### src/rtl/mem_pkg.sv
// ---------------------------------------------------------------------------
// mem_pkg
// Shared definitions for the memory controller slice: default parameter
// values and the transaction FSM state encoding.
// ---------------------------------------------------------------------------
package mem_pkg;

    localparam int DEF_DATA_WIDTH  = 8;
    localparam int DEF_ADDR_WIDTH  = 8;
    localparam int DEF_WAIT_STATES = 2;

    // IDLE is the only state in which requests and address loads are accepted.
    typedef enum logic [2:0] {
        IDLE,
        READ_ROM,
        READ_RAM,
        WR_SETUP,
        WR_PULSE,
        WR_HOLD
    } state_e;

endpackage : mem_pkg

### src/rtl/mem_address_reg.sv
// ---------------------------------------------------------------------------
// mem_address_reg
// Address register shared by ROM and RAM accesses. Supports a parallel load
// and a +1 increment that wraps from all-ones back to zero.
//
// Ports
//   i_clk        clock, rising edge
//   i_rst        asynchronous active-high reset (clears the address)
//   i_load       load i_loadValue (has priority over i_inc)
//   i_loadValue  value to load
//   i_inc        increment by one, modulo 2^ADDR_WIDTH
//   o_address    current address
// ---------------------------------------------------------------------------
module mem_address_reg #(
    parameter int ADDR_WIDTH = mem_pkg::DEF_ADDR_WIDTH
) (
    input  logic                  i_clk,
    input  logic                  i_rst,
    input  logic                  i_load,
    input  logic [ADDR_WIDTH-1:0] i_loadValue,
    input  logic                  i_inc,
    output logic [ADDR_WIDTH-1:0] o_address
);

    logic [ADDR_WIDTH-1:0] address_q;
    logic [ADDR_WIDTH-1:0] address_d;

    always_comb begin
        address_d = address_q;
        if (i_load) begin
            address_d = i_loadValue;
        end else if (i_inc) begin
            // Natural overflow of the fixed-width add gives the wrap to 0.
            address_d = address_q + 1'b1;
        end
    end

    // NOTE: sequential state uses non-blocking (<=) so every flop samples the
    // pre-edge values of all others, independent of process ordering.
    always_ff @(posedge i_clk or posedge i_rst) begin
        if (i_rst) begin
            address_q <= '0;
        end else begin
            address_q <= address_d;
        end
    end

    assign o_address = address_q;

endmodule : mem_address_reg

### src/rtl/memory_controller.sv
// ---------------------------------------------------------------------------
// memory_controller
// Sequences single-word reads from a combinational program ROM (two banks)
// and reads/writes to an asynchronous RAM with active-low strobes. One
// transaction at a time; requests are ignored while busy.
//
// Ports
//   i_clk, i_rst                 clock / async active-high reset
//   i_address, i_addressEn       address load (IDLE only)
//   i_addressInc                 post-increment after the accepted transaction
//   i_readReq, i_writeReq        requests (write wins if both)
//   i_writeData                  write data, latched at accept
//   i_readDataSelect             read source: 1 = RAM, 0 = ROM
//   i_immediateSelect            ROM bank: 1 = immediate, 0 = program
//   o_readData, o_readValid      last read word / one-cycle new-data pulse
//   o_writeDone                  one-cycle write-complete pulse
//   o_busy                       transaction in progress
//   o_collision                  one-cycle pulse: read+write requested together
//   o_romAddress, i_romData      ROM interface ({bank, address})
//   o_ramAddress, o_ramWriteData RAM address / write data
//   o_ramNWe, o_ramNOe           registered active-low RAM strobes
//   i_ramReadData                RAM read data
// ---------------------------------------------------------------------------
module memory_controller
    import mem_pkg::*;
#(
    parameter int DATA_WIDTH  = DEF_DATA_WIDTH,
    parameter int ADDR_WIDTH  = DEF_ADDR_WIDTH,
    parameter int WAIT_STATES = DEF_WAIT_STATES
) (
    input  logic                  i_clk,
    input  logic                  i_rst,
    input  logic [ADDR_WIDTH-1:0] i_address,
    input  logic                  i_addressEn,
    input  logic                  i_addressInc,
    input  logic                  i_readReq,
    input  logic                  i_writeReq,
    input  logic [DATA_WIDTH-1:0] i_writeData,
    input  logic                  i_readDataSelect,
    input  logic                  i_immediateSelect,
    output logic [DATA_WIDTH-1:0] o_readData,
    output logic                  o_readValid,
    output logic                  o_writeDone,
    output logic                  o_busy,
    output logic                  o_collision,
    output logic [ADDR_WIDTH:0]   o_romAddress,
    input  logic [DATA_WIDTH-1:0] i_romData,
    output logic [ADDR_WIDTH-1:0] o_ramAddress,
    output logic [DATA_WIDTH-1:0] o_ramWriteData,
    output logic                  o_ramNWe,
    output logic                  o_ramNOe,
    input  logic [DATA_WIDTH-1:0] i_ramReadData
);

    localparam int CNT_W = (WAIT_STATES > 1) ? $clog2(WAIT_STATES) : 1;

    state_e                state_q, state_d;
    logic [CNT_W-1:0]      wait_cnt_q, wait_cnt_d;
    logic                  rom_bank_q, rom_bank_d;
    logic [DATA_WIDTH-1:0] wdata_q, wdata_d;
    logic                  inc_pending_q, inc_pending_d;
    logic [DATA_WIDTH-1:0] read_data_q, read_data_d;
    logic                  read_valid_q, read_valid_d;
    logic                  write_done_q, write_done_d;
    logic                  collision_q, collision_d;
    logic                  ram_nwe_q, ram_nwe_d;
    logic                  ram_noe_q, ram_noe_d;

    logic                  accept;
    logic                  wait_done;
    logic                  addr_load;
    logic                  addr_inc;
    logic [ADDR_WIDTH-1:0] address;

    assign accept    = (state_q == IDLE) && (i_readReq || i_writeReq);
    assign wait_done = (wait_cnt_q == '0);
    assign addr_load = (state_q == IDLE) && i_addressEn;
    // Increment lands on the edge that takes the FSM back to IDLE.
    assign addr_inc  = inc_pending_q && (state_q != IDLE) && (state_d == IDLE);

    mem_address_reg #(
        .ADDR_WIDTH (ADDR_WIDTH)
    ) u_address_reg (
        .i_clk       (i_clk),
        .i_rst       (i_rst),
        .i_load      (addr_load),
        .i_loadValue (i_address),
        .i_inc       (addr_inc),
        .o_address   (address)
    );

    // ---------------- FSM: state register ----------------
    always_ff @(posedge i_clk or posedge i_rst) begin
        if (i_rst) begin
            state_q <= IDLE;
        end else begin
            state_q <= state_d;
        end
    end

    // ---------------- FSM: next state ----------------
    // NOTE: every signal written in always_comb gets a default first, so no
    // path leaves it unassigned and no latch is inferred.
    always_comb begin
        state_d = state_q;
        unique case (state_q)
            IDLE: begin
                if (i_writeReq) begin
                    state_d = WR_SETUP;
                end else if (i_readReq) begin
                    state_d = i_readDataSelect ? READ_RAM : READ_ROM;
                end
            end
            READ_ROM: state_d = IDLE;
            READ_RAM: if (wait_done) state_d = IDLE;
            WR_SETUP: state_d = WR_PULSE;
            WR_PULSE: if (wait_done) state_d = WR_HOLD;
            WR_HOLD:  state_d = IDLE;
            default:  state_d = IDLE;
        endcase
    end

    // ---------------- datapath next state ----------------
    always_comb begin
        wait_cnt_d    = wait_cnt_q;
        rom_bank_d    = rom_bank_q;
        wdata_d       = wdata_q;
        inc_pending_d = inc_pending_q;
        read_data_d   = read_data_q;

        // Wait counter reloads on entry to a timed state and counts down to 0.
        if ((state_d != state_q) && ((state_d == READ_RAM) || (state_d == WR_PULSE))) begin
            wait_cnt_d = CNT_W'(WAIT_STATES - 1);
        end else if (!wait_done) begin
            wait_cnt_d = wait_cnt_q - 1'b1;
        end

        if (accept) begin
            inc_pending_d = i_addressInc;
            if (i_writeReq) begin
                wdata_d = i_writeData;
            end else begin
                rom_bank_d = i_immediateSelect;
            end
        end

        if (state_q == READ_ROM) begin
            read_data_d = i_romData;
        end else if ((state_q == READ_RAM) && wait_done) begin
            read_data_d = i_ramReadData;
        end

        read_valid_d = (state_q == READ_ROM) || ((state_q == READ_RAM) && wait_done);
        write_done_d = (state_q == WR_HOLD);
        collision_d  = accept && i_readReq && i_writeReq;

        // Strobes are registered from the next state so they track state_q
        // exactly and can never glitch or overlap.
        ram_noe_d = (state_d != READ_RAM);
        ram_nwe_d = (state_d != WR_PULSE);
    end

    always_ff @(posedge i_clk or posedge i_rst) begin
        if (i_rst) begin
            wait_cnt_q    <= '0;
            rom_bank_q    <= 1'b0;
            wdata_q       <= '0;
            inc_pending_q <= 1'b0;
            read_data_q   <= '0;
            read_valid_q  <= 1'b0;
            write_done_q  <= 1'b0;
            collision_q   <= 1'b0;
            ram_nwe_q     <= 1'b1;
            ram_noe_q     <= 1'b1;
        end else begin
            wait_cnt_q    <= wait_cnt_d;
            rom_bank_q    <= rom_bank_d;
            wdata_q       <= wdata_d;
            inc_pending_q <= inc_pending_d;
            read_data_q   <= read_data_d;
            read_valid_q  <= read_valid_d;
            write_done_q  <= write_done_d;
            collision_q   <= collision_d;
            ram_nwe_q     <= ram_nwe_d;
            ram_noe_q     <= ram_noe_d;
        end
    end

    // ---------------- FSM: outputs ----------------
    always_comb begin
        o_busy         = (state_q != IDLE);
        o_readData     = read_data_q;
        o_readValid    = read_valid_q;
        o_writeDone    = write_done_q;
        o_collision    = collision_q;
        o_romAddress   = {rom_bank_q, address};
        o_ramAddress   = address;
        o_ramWriteData = wdata_q;
        o_ramNWe       = ram_nwe_q;
        o_ramNOe       = ram_noe_q;
    end

endmodule : memory_controller

### config.mk
export PLATFORM = sky130hd
export DESIGN_NAME = memory_controller
export DESIGN_NICKNAME = d
export VERILOG_FILES = /design/src/rtl/mem_pkg.sv /design/src/rtl/mem_address_reg.sv /design/src/rtl/memory_controller.sv
export SDC_FILE = /design/constraint.sdc
export NUM_CORES = 1
export LEC_CHECK = 0
export CELL_PAD_IN_SITES_DETAIL_PLACEMENT = 1
export CELL_PAD_IN_SITES_GLOBAL_PLACEMENT = 1
export CORE_ASPECT_RATIO = 1.4
export CORE_MARGIN = 3
export CORE_UTILIZATION = 28
export CTS_CLUSTER_DIAMETER = 150
export DETAILED_ROUTE_END_ITERATION = 8
export PLACE_DENSITY = 0.75
export SLEW_MARGIN = 5
export SYNTH_ARGS = -nofsm -noshare
export SYNTH_HDL_FRONTEND = slang
export SYNTH_HIERARCHICAL = 1
export SYNTH_SLANG_ARGS = --single-unit
export TNS_END_PERCENT = 30
### constraint.sdc
create_clock -name i_clk -period 1.55 [get_ports i_clk]
set_input_delay 0.31 -clock i_clk [delete_from_list [all_inputs] [get_ports i_clk]]
set_output_delay 0.31 -clock i_clk [all_outputs]
set_load 0.01 [all_outputs]
After elaboration in Yosys (flattened, before gate mapping). Cells that the tools add are included.

Add/sub/neg operators: 2. Equal/unequal tests: 10. Multiplexer cells: 12. Bitwise operators: 2. Reductions and logical operators: 18.

Operator list (count): $mux 8 (4); $mux 3 (4); $pmux 3 s4 (1); $eq 3x2->1 const B (3); $eq 3x3->1 const B (3); $add 8x1->8 const B (1); $logic_and 1x1->1 (8); $logic_not 3->1 (2); $reduce_and 2->1 (2); $reduce_bool 2->1 (2); $eq 3x1->1 const B (1); $logic_or 1x1->1 (3); $ne 3x2->1 const B (1); $ne 3x3->1 (1); $ne 3x3->1 const B (1); $reduce_bool 3->1 (1); $mux 1 (2); $mux 2 (1); $not 1->1 (2); $sub 1x1->1 const B (1).

Register bits: 35. Input port bits: 40. Output and inout bits: 39. Word-level logic and storage cells: 56.

Depth between registers and ports, before layout. Gate-level depths: netlist of the first run.

Depth in word-level cells: 8. Depth in mapped cells: 8. Depth with buffers taken out: 6.

Hierarchy. The synthesis of the first run kept the hierarchy.

Modules (own cells, without submodules): memory_controller (times used 1, cells an instance 123, area each 1400.1 µm², seq. area each 678.2 µm²); mem_address_reg (times used 1, cells an instance 50, area each 445.4 µm², seq. area each 200.2 µm²).

Least setup slack after synthesis of the first run. Ideal clock, no wire load.

Path kind: register to register. From: register state_q[0]. To: register u_address_reg.address_q[7], in the netlist u_address_reg/o_address[7]. Library setup time: 0.069 ns. Arrival: 1.577 ns. Required time: 1.481 ns. Setup slack: -0.096 ns. Cell stages (with the launch flop): 9. Period minus slack after synthesis: 1.646 ns. Cell sequence: dfrtp_1 -> buf_4 -> nand2b_1 -> clkbuf_8 -> a21boi_1 -> buf_2 -> nand4_1 -> or4_1 -> nand3_1.

Longest elaborated chain between the ends: 6.

Ends and longest elaborated chain: start: declaration (RTL line memory_controller.sv:57) `state_e state_q, state_d;`; start signal: assignment (RTL line memory_controller.sv:97) `state_q <= state_d;`; $mux 3 (RTL line memory_controller.sv:110) `end else if (i_readReq) begin`; $mux 3 (RTL line memory_controller.sv:108) `if (i_writeReq) begin`; $pmux 3 s4 (RTL line memory_controller.sv:106) `unique case (state_q)`; $logic_not 3->1 (RTL line memory_controller.sv:79) `assign addr_inc = inc_pending_q && (state_q != IDLE) && (state_d == IDLE);`; $logic_and 1x1->1 * (RTL line memory_controller.sv:79); via addr_inc (RTL line memory_controller.sv:72) `logic addr_inc;`; $reduce_bool 2->1 (no line) *; end signal: assignment (RTL line mem_address_reg.sv:44) `address_q <= address_d;`; end: declaration (RTL line mem_address_reg.sv:25) `logic [ADDR_WIDTH-1:0] address_q;`.

Mark *: on every way through the listed nets, which the timed path passes. The rest lies on a longest branch. A chain may end at the register's enable or synchronous reset.

Worst setup path after layout of the first run. Ends and elaborated chain as after synthesis.

==> results.py, run 1 <==
metrics = {
    "sta": {
        "worstMarginPinSlew_ns": 0.611,
        "relSlewSlack_pct": 59.1,
        "skew_ns": 0.00875,
        "fin_crit_sh_pct": 106,
        "finalCriticalPeriod_ns": 1.64,
        "rsz0062_at_grt": "yes",
        "worst_slack_ns": -0.0937,
        "drv_slew": 0,
        "hold_viol": 0,
        "fmax_ghz": 0.608,
        "fin_tns_setup_ns": -0.160,
        "finalSetupViolCount": 3,
    },
    "setup_path": {
        "critPathCaptureType": "flip-flop",
        "worstPathRequired_ns": 1.78,
        "crit_type": "reg2reg",
        "worstPathArrival_ns": 1.87,
        "crit_fanout": 5,
        "ff2ff_path_depth": 7,
        "startpoint_type": "flip-flop",
    },
    "routing": {
        "drt_iter0_drc": 42,
        "drc": 0,
        "antenna_left": 0,
        "wl_per_cell_microns": 16.1,
        "viasPerCell": 4.99,
        "drt-total-wl_microns": 5430,
        "first_pass_iters": 4,
        "num_vias": 1683,
    },
    "place": {
        "pre_cts_ws_ns": -0.0694,
        "io_buffers": 78,
        "place_congestion": 0.761,
        "dp.cells": 322,
        "hpwl_microns": 3910,
    },
    "status": {
        "violations": "setup timing",
        "status": "complete, but fails checks",
    },
    "power_and_ir_drop": {
        "p_per_area_nw_per_um2": 2070,
        "peakVddDrop_uv": 618,
        "leakage_nw": 1.34,
    },
    "synthesis": {
        "synthDistinctLibCells": 41,
        "syn_nets": 214,
        "yosysWarnings": 6,
        "ys_async_sr_fraction_pct": 100,
        "synth-seq-cells": 35,
        "syn_area_per_cell_sq_um": 10.7,
        "synth_area_sq_um": 1850,
        "ys.flop_type": "dfrtp_1",
        "ys_seq_area_share_pct": 47.6,
        "synth-edff-count": 0,
        "synthCells": 173,
    },
    "run": {
        "drv_cap": 0,
    },
    "floorplan": {
        "ioPinCount": 79,
        "design.die.area_sq_um": 7620,
        "coreArea_sq_um": 6300,
        "dieHeight_microns": 102,
        "row_count": 34,
        "die_w_microns": 74.6,
        "initial_core_util_pct": 29.3,
    },
    "cells_and_area": {
        "layout_commonest_cell": "clkdlybuf4s50_1",
        "drive_gt1_share_pct": 24.9,
        "layout_common_cells": "clkdlybuf4s50_1 (55), dfrtp_1 (29), buf_4 (24)",
        "final_nets": 305,
        "fin_cells": 337,
        "synthToLayoutAreaGrowth_pct": 61.4,
        "final_util_pct": 47.3,
        "antenna_cells": 0,
    },
    "clock_network": {
        "holdBufCountCts": 0,
        "cts_root_buffer": "clkbuf_8",
        "h-tree-depth": 2,
        "numCtsBuffers": 5,
        "cts.clk_slew.worst_paths_ns": 0.07,
        "cts_sinks": 35,
        "cts_tree": "built",
        "clockBufferDepth": 2,
        "clk_latency_ns": 0.29,
    },
    "worst_hold_path": {
        "hold_class": "in2async",
    },
    "global_routing": {
        "grt_usage_pct": 14.8,
        "overflow": 0,
        "grt_max_degree": 28,
        "antenna_found_initial": 0,
        "grt_pass1_vias": 1784,
        "grt_pass1_wl_microns": 8650,
    },
}
[state kept, by name, indices dropped and copies added (netlist names)]
register,cells
o_collision,1
o_writeDone,1
o_ramNWe,1
state_q,3
o_readData,8
o_ramWriteData,8
wait_cnt_q,1
o_readValid,1
o_ramNOe,1
inc_pending_q,1
rom_bank_q,1
u_address_reg/o_address,8
[per-stage QoR]
step / power (mW) / hold WS, ns / cell area (sq um)
2_1_floorplan: 3.51 / 0.126 / 1850
3_3_place_gp: 4.87 / 0.468 / 2730
3_5_place_dp: 4.99 / 0.476 / 2730
4_1_cts: 6.22 / 0.304 / 2940
5_1_grt: 6.65 / 0.333 / 2980
6_report: 6.17 / 0.298 / 2980
[synthesized netlist by cell type, types with 2 or more instances]
cell type  count  share of area [%]
dfrtp_1       33                 45
and2_1         4                1.4
inv_1          5                1.0
dfstp_2        2                2.8
or2b_2         7                3.3
or4_1          4                1.6
o32ai_1        8                3.8
o31ai_1        8                3.3
nand2b_1       2               0.68
buf_4         10                4.1
o21ai_0        7                1.9
nand3_1        5                1.4
clkbuf_1       2               0.41
nand2_1       11                2.2
buf_2          3               0.81
nand4_1        3                1.0
a21boi_1       2               0.81
buf_6          4                2.4
nor2_1        13                2.6
a211oi_1       2               0.81
mux2_1        10                6.1
o21ai_1        4                1.1
a2111oi_0      2               0.95
xor2_1         3                1.4
nor2b_1        3                1.0
[critical path, stage by stage (launching register included)]
cell	delay, ns
dfrtp_2	0.43
nor2_1	0.11
o21ai_1	0.06
a21boi_1	0.15
buf_4	0.16
nand4_1	0.15
or4_1	0.43
nand3_1	0.09
[where the power goes]
group	internal, mW	leakage [nW]	total, mW	switching, mW
clock network	0.642	0.0644	0.990	0.349
logic	1.96	0.864	3.49	1.54
registers	1.38	0.415	1.68	0.306
[routing by layer]
layer | share of wire [%] | routed length [microns] | global-route usage [%]
met1 | 37 | 2030 | 16.6
met2 | 56 | 3040 | 26.7
met3 | 4.3 | 232 | 2.56
met4 | 2.2 | 119 | 6.30
met5 | 0 | 0 | 0
[kinds of logic (layout without fill, tap and decap cells)]
| family | after synthesis | count (layout) | synth area share (%) |
|---|---|---|---|
| buffers and inverters | 26 | 118 | 9.90 |
| AND/OR/NAND/NOR | 60 | 60 | 19.7 |
| XOR/XNOR | 4 | 4 | 1.90 |
| adder cells (fa/ha/maj) | 1 | 1 | 0.678 |
| flip-flops | 35 | 35 | 47.6 |
| AO/OA/AOI/OAI | 36 | 36 | 13.6 |
| multiplexers | 11 | 11 | 6.64 |
[timing repair]
item,in CTS,in global routing
setup buffers,6,3
setup endpoints to repair,29,36
gates resized for setup,32,18
cloned,0,0
pin swaps,1,2
[final timing paths]
path / end / startpoint / slack, ns
setup / recovery: u_address_reg/o_address[7]$_DFFE_PP0P_ / state_q[0]$_DFF_PP0_ / -0.09
hold / removal: u_address_reg/o_address[4]$_DFFE_PP0P_ / i_rst / 0.30
setup reg to reg: u_address_reg/o_address[7]$_DFFE_PP0P_ / state_q[0]$_DFF_PP0_ / -0.09
hold reg to reg: rom_bank_q$_DFFE_PP0P_ / rom_bank_q$_DFFE_PP0P_ / 0.50
max in group asynchronous: o_ramNOe$_DFF_PP1_ / i_rst / 0.93
min in group i_clk: rom_bank_q$_DFFE_PP0P_ / rom_bank_q$_DFFE_PP0P_ / 0.50
[cell type report]
cell class / instances / area, sq um
Sequential cell: 35 / 883
Tap cell: 72 / 90.1
Clock inverter: 3 / 67.6
Fill cell: 703 / 3320
Inverter: 5 / 18.8
Multi-Input combinational cell: 112 / 826
Timing Repair Buffer: 105 / 1020
Clock buffer: 5 / 68.8
Power figures use the tool's default switching activity.
==> run 2: changes to the inputs <==
--- a/config.mk
+++ b/config.mk
@@ -12,6 +12,7 @@
 export CORE_UTILIZATION = 28
 export CTS_CLUSTER_DIAMETER = 150
 export DETAILED_ROUTE_END_ITERATION = 8
+export GPL_ROUTABILITY_DRIVEN = 0
 export PLACE_DENSITY = 0.75
 export SLEW_MARGIN = 5
 export SYNTH_ARGS = -nofsm -noshare
==> results of run 2 <==
No change in the layout: final DEF, timing and power equal those of run 1.
==> run 3: changes to the inputs <==
==> constraint.sdc (replaced) <==
create_clock -name i_clk -period 1.3 [get_ports i_clk]
set_input_delay 0.26 -clock i_clk [delete_from_list [all_inputs] [get_ports i_clk]]
set_output_delay 0.26 -clock i_clk [all_outputs]
set_load 0.01 [all_outputs]
==> run 3 against run 2 <==
Compared with the run above: the flow still finishes with violations (setup timing); final cell count increased by 0.30%; core utilization increased by 0.46 points; design area increased by 0.97%; routed wire length increased by 5.5%; first-iteration DRC count decreased by 19%; largest power group unchanged; highest routed layer unchanged.
==> results.py, run 3 (synthesized netlist as in run 1, its figures left out) <==
metrics = {
    "sta": {
        "fin_tns_setup_ns": -6.59,
        "worst_slack_ns": -0.285,
        "relSlewSlack_pct": 57.5,
        "skew_ns": 0.00466,
        "rsz0062_at_grt": "yes",
        "fmax_ghz": 0.631,
        "finalCriticalPeriod_ns": 1.59,
        "finalSetupViolCount": 29,
        "hold_viol": 0,
        "hold_ws_ns": 0.281,
        "fin_crit_sh_pct": 122,
        "worstMarginPinSlew_ns": 0.638,
        "drv_slew": 0,
    },
    "power_and_ir_drop": {
        "p_per_area_nw_per_um2": 2410,
        "peakVddDrop_uv": 934,
        "leakage_nw": 1.31,
        "power_mw": 7.25,
    },
    "cells_and_area": {
        "synthToLayoutAreaGrowth_pct": 62.9,
        "fin_cells": 338,
        "antenna_cells": 0,
        "multiInputGateArea_sq_um": 931,
        "drive_gt1_share_pct": 31.6,
        "regArea_sq_um": 883,
        "layout_common_cells": "clkdlybuf4s50_1 (39), dfrtp_1 (29), dlygate4sd2_1 (26)",
        "final_nets": 306,
        "layout_commonest_cell": "clkdlybuf4s50_1",
        "fillCellCount": 702,
    },
    "routing": {
        "viasPerCell": 4.98,
        "first_pass_iters": 2,
        "antenna_left": 0,
        "drc": 0,
        "num_vias": 1684,
        "wl_per_cell_microns": 16.9,
        "drt_iter0_drc": 34,
        "drt-total-wl_microns": 5720,
    },
    "setup_path": {
        "worstPathRequired_ns": 1.47,
        "path_buf_inv": 2,
        "reg2reg_slack_ns": -0.29,
        "critPathMaxStageDelay_ns": 0.58,
        "crit_type": "reg2reg",
        "worstPathArrival_ns": 1.75,
        "startpoint_type": "flip-flop",
        "crit_fanout": 8,
        "crit_start": "state_q[2]$_DFF_PP0_",
        "critPathCaptureType": "flip-flop",
        "crit_slowest_cell": "or4b_4",
        "path_delay_family": "simple AND/OR/NAND/NOR gates",
        "crit_chain": "buf_6 > buf_4 > or4b_4 > o32ai_2 > nor2_1",
        "worstReg2RegStart": "state_q[2]$_DFF_PP0_",
    },
    "clock_network": {
        "cts_sinks": 35,
        "numCtsBuffers": 5,
        "holdBufCountCts": 0,
        "cts.clk_slew.worst_paths_ns": 0.07,
        "clockBufferDepth": 2,
        "h-tree-depth": 2,
        "clk_latency_ns": 0.28,
        "cts_tree": "built",
        "cts_root_buffer": "clkbuf_8",
    },
    "run": {
        "drv_cap": 0,
    },
    "floorplan": {
        "dieHeight_microns": 102,
        "initial_core_util_pct": 29.3,
        "design.die.area_sq_um": 7620,
        "coreArea_sq_um": 6300,
        "ioPinCount": 79,
        "die_w_microns": 74.6,
        "row_count": 34,
    },
    "global_routing": {
        "antenna_found_initial": 0,
        "grt_max_degree": 28,
        "overflow": 0,
        "grt_pass1_vias": 1713,
        "grt_pass1_wl_microns": 8690,
        "grt_usage_pct": 15.0,
    },
    "place": {
        "io_buffers": 78,
        "pre_cts_ws_ns": -0.265,
        "hpwl_microns": 4170,
        "dp.cells": 326,
    },
    "status": {
        "status": "complete, but fails checks",
        "violations": "setup timing",
    },
    "worst_hold_path": {
        "hold_class": "in2async",
    },
}
-- run 3: cell type report --
| class | count | share of cell area, % |
|---|---|---|
| Clock buffer | 8 | 3.33 |
| Tap cell | 72 | 3.00 |
| Inverter | 5 | 0.624 |
| Sequential cell | 35 | 29.4 |
| Multi-Input combinational cell | 112 | 31.0 |
| Timing Repair Buffer | 106 | 32.7 |
-- run 3: per-layer routing --
layer	track usage (%)	vias up	part of all wire [%]
met4	4.93	0	1.4
met5	0	-	0
met2	27.4	35	58
met1	17.0	849	37
li1	-	793	-
met3	3.15	7	3.6
-- run 3: where the power goes --
group / total, mW / switching (mW) / internal (mW)
Combinational: 4.32 / 1.99 / 2.33
Sequential: 2.05 / 0.409 / 1.64
Clock: 0.876 / 0.392 / 0.484
Total: 7.25 / 2.79 / 4.46
-- run 3: worst register-to-register path: stages (launching register included) --
cell	delay, ns
dfrtp_1	0.40
buf_6	0.13
buf_4	0.13
or4b_4	0.58
o32ai_2	0.16
nor2_1	0.06
-- run 3: repair_timing --
action	in CTS	in global routing
setup buffers	5	1
hold endpoints to repair	0	0
pin swaps	3	3
resized for setup	69	36
endpoints found under the setup margin	67	44
-- run 3: path summary, 6_finish.rpt --
path                                                           to  cells after the start
setup / recovery                        o_readData[6]$_DFFE_PP0P_                      5
hold / removal             u_address_reg/o_address[1]$_DFFE_PP0P_                      2
setup reg to reg                        o_readData[6]$_DFFE_PP0P_                      5
hold reg to reg                     o_ramWriteData[5]$_DFFE_PP0P_                      1
max in group asynchronous                      o_ramNWe$_DFF_PP1_                      3
min in group i_clk                  o_ramWriteData[5]$_DFFE_PP0P_                      1
-- run 3: through the flow --
step,utilization (%),cell area (sq um)
after global placement,43.8,2760
after detailed placement,43.8,2760
final,47.8,3010
after global routing,47.8,3010
after floorplan,-,1850
after CTS,45.7,2880
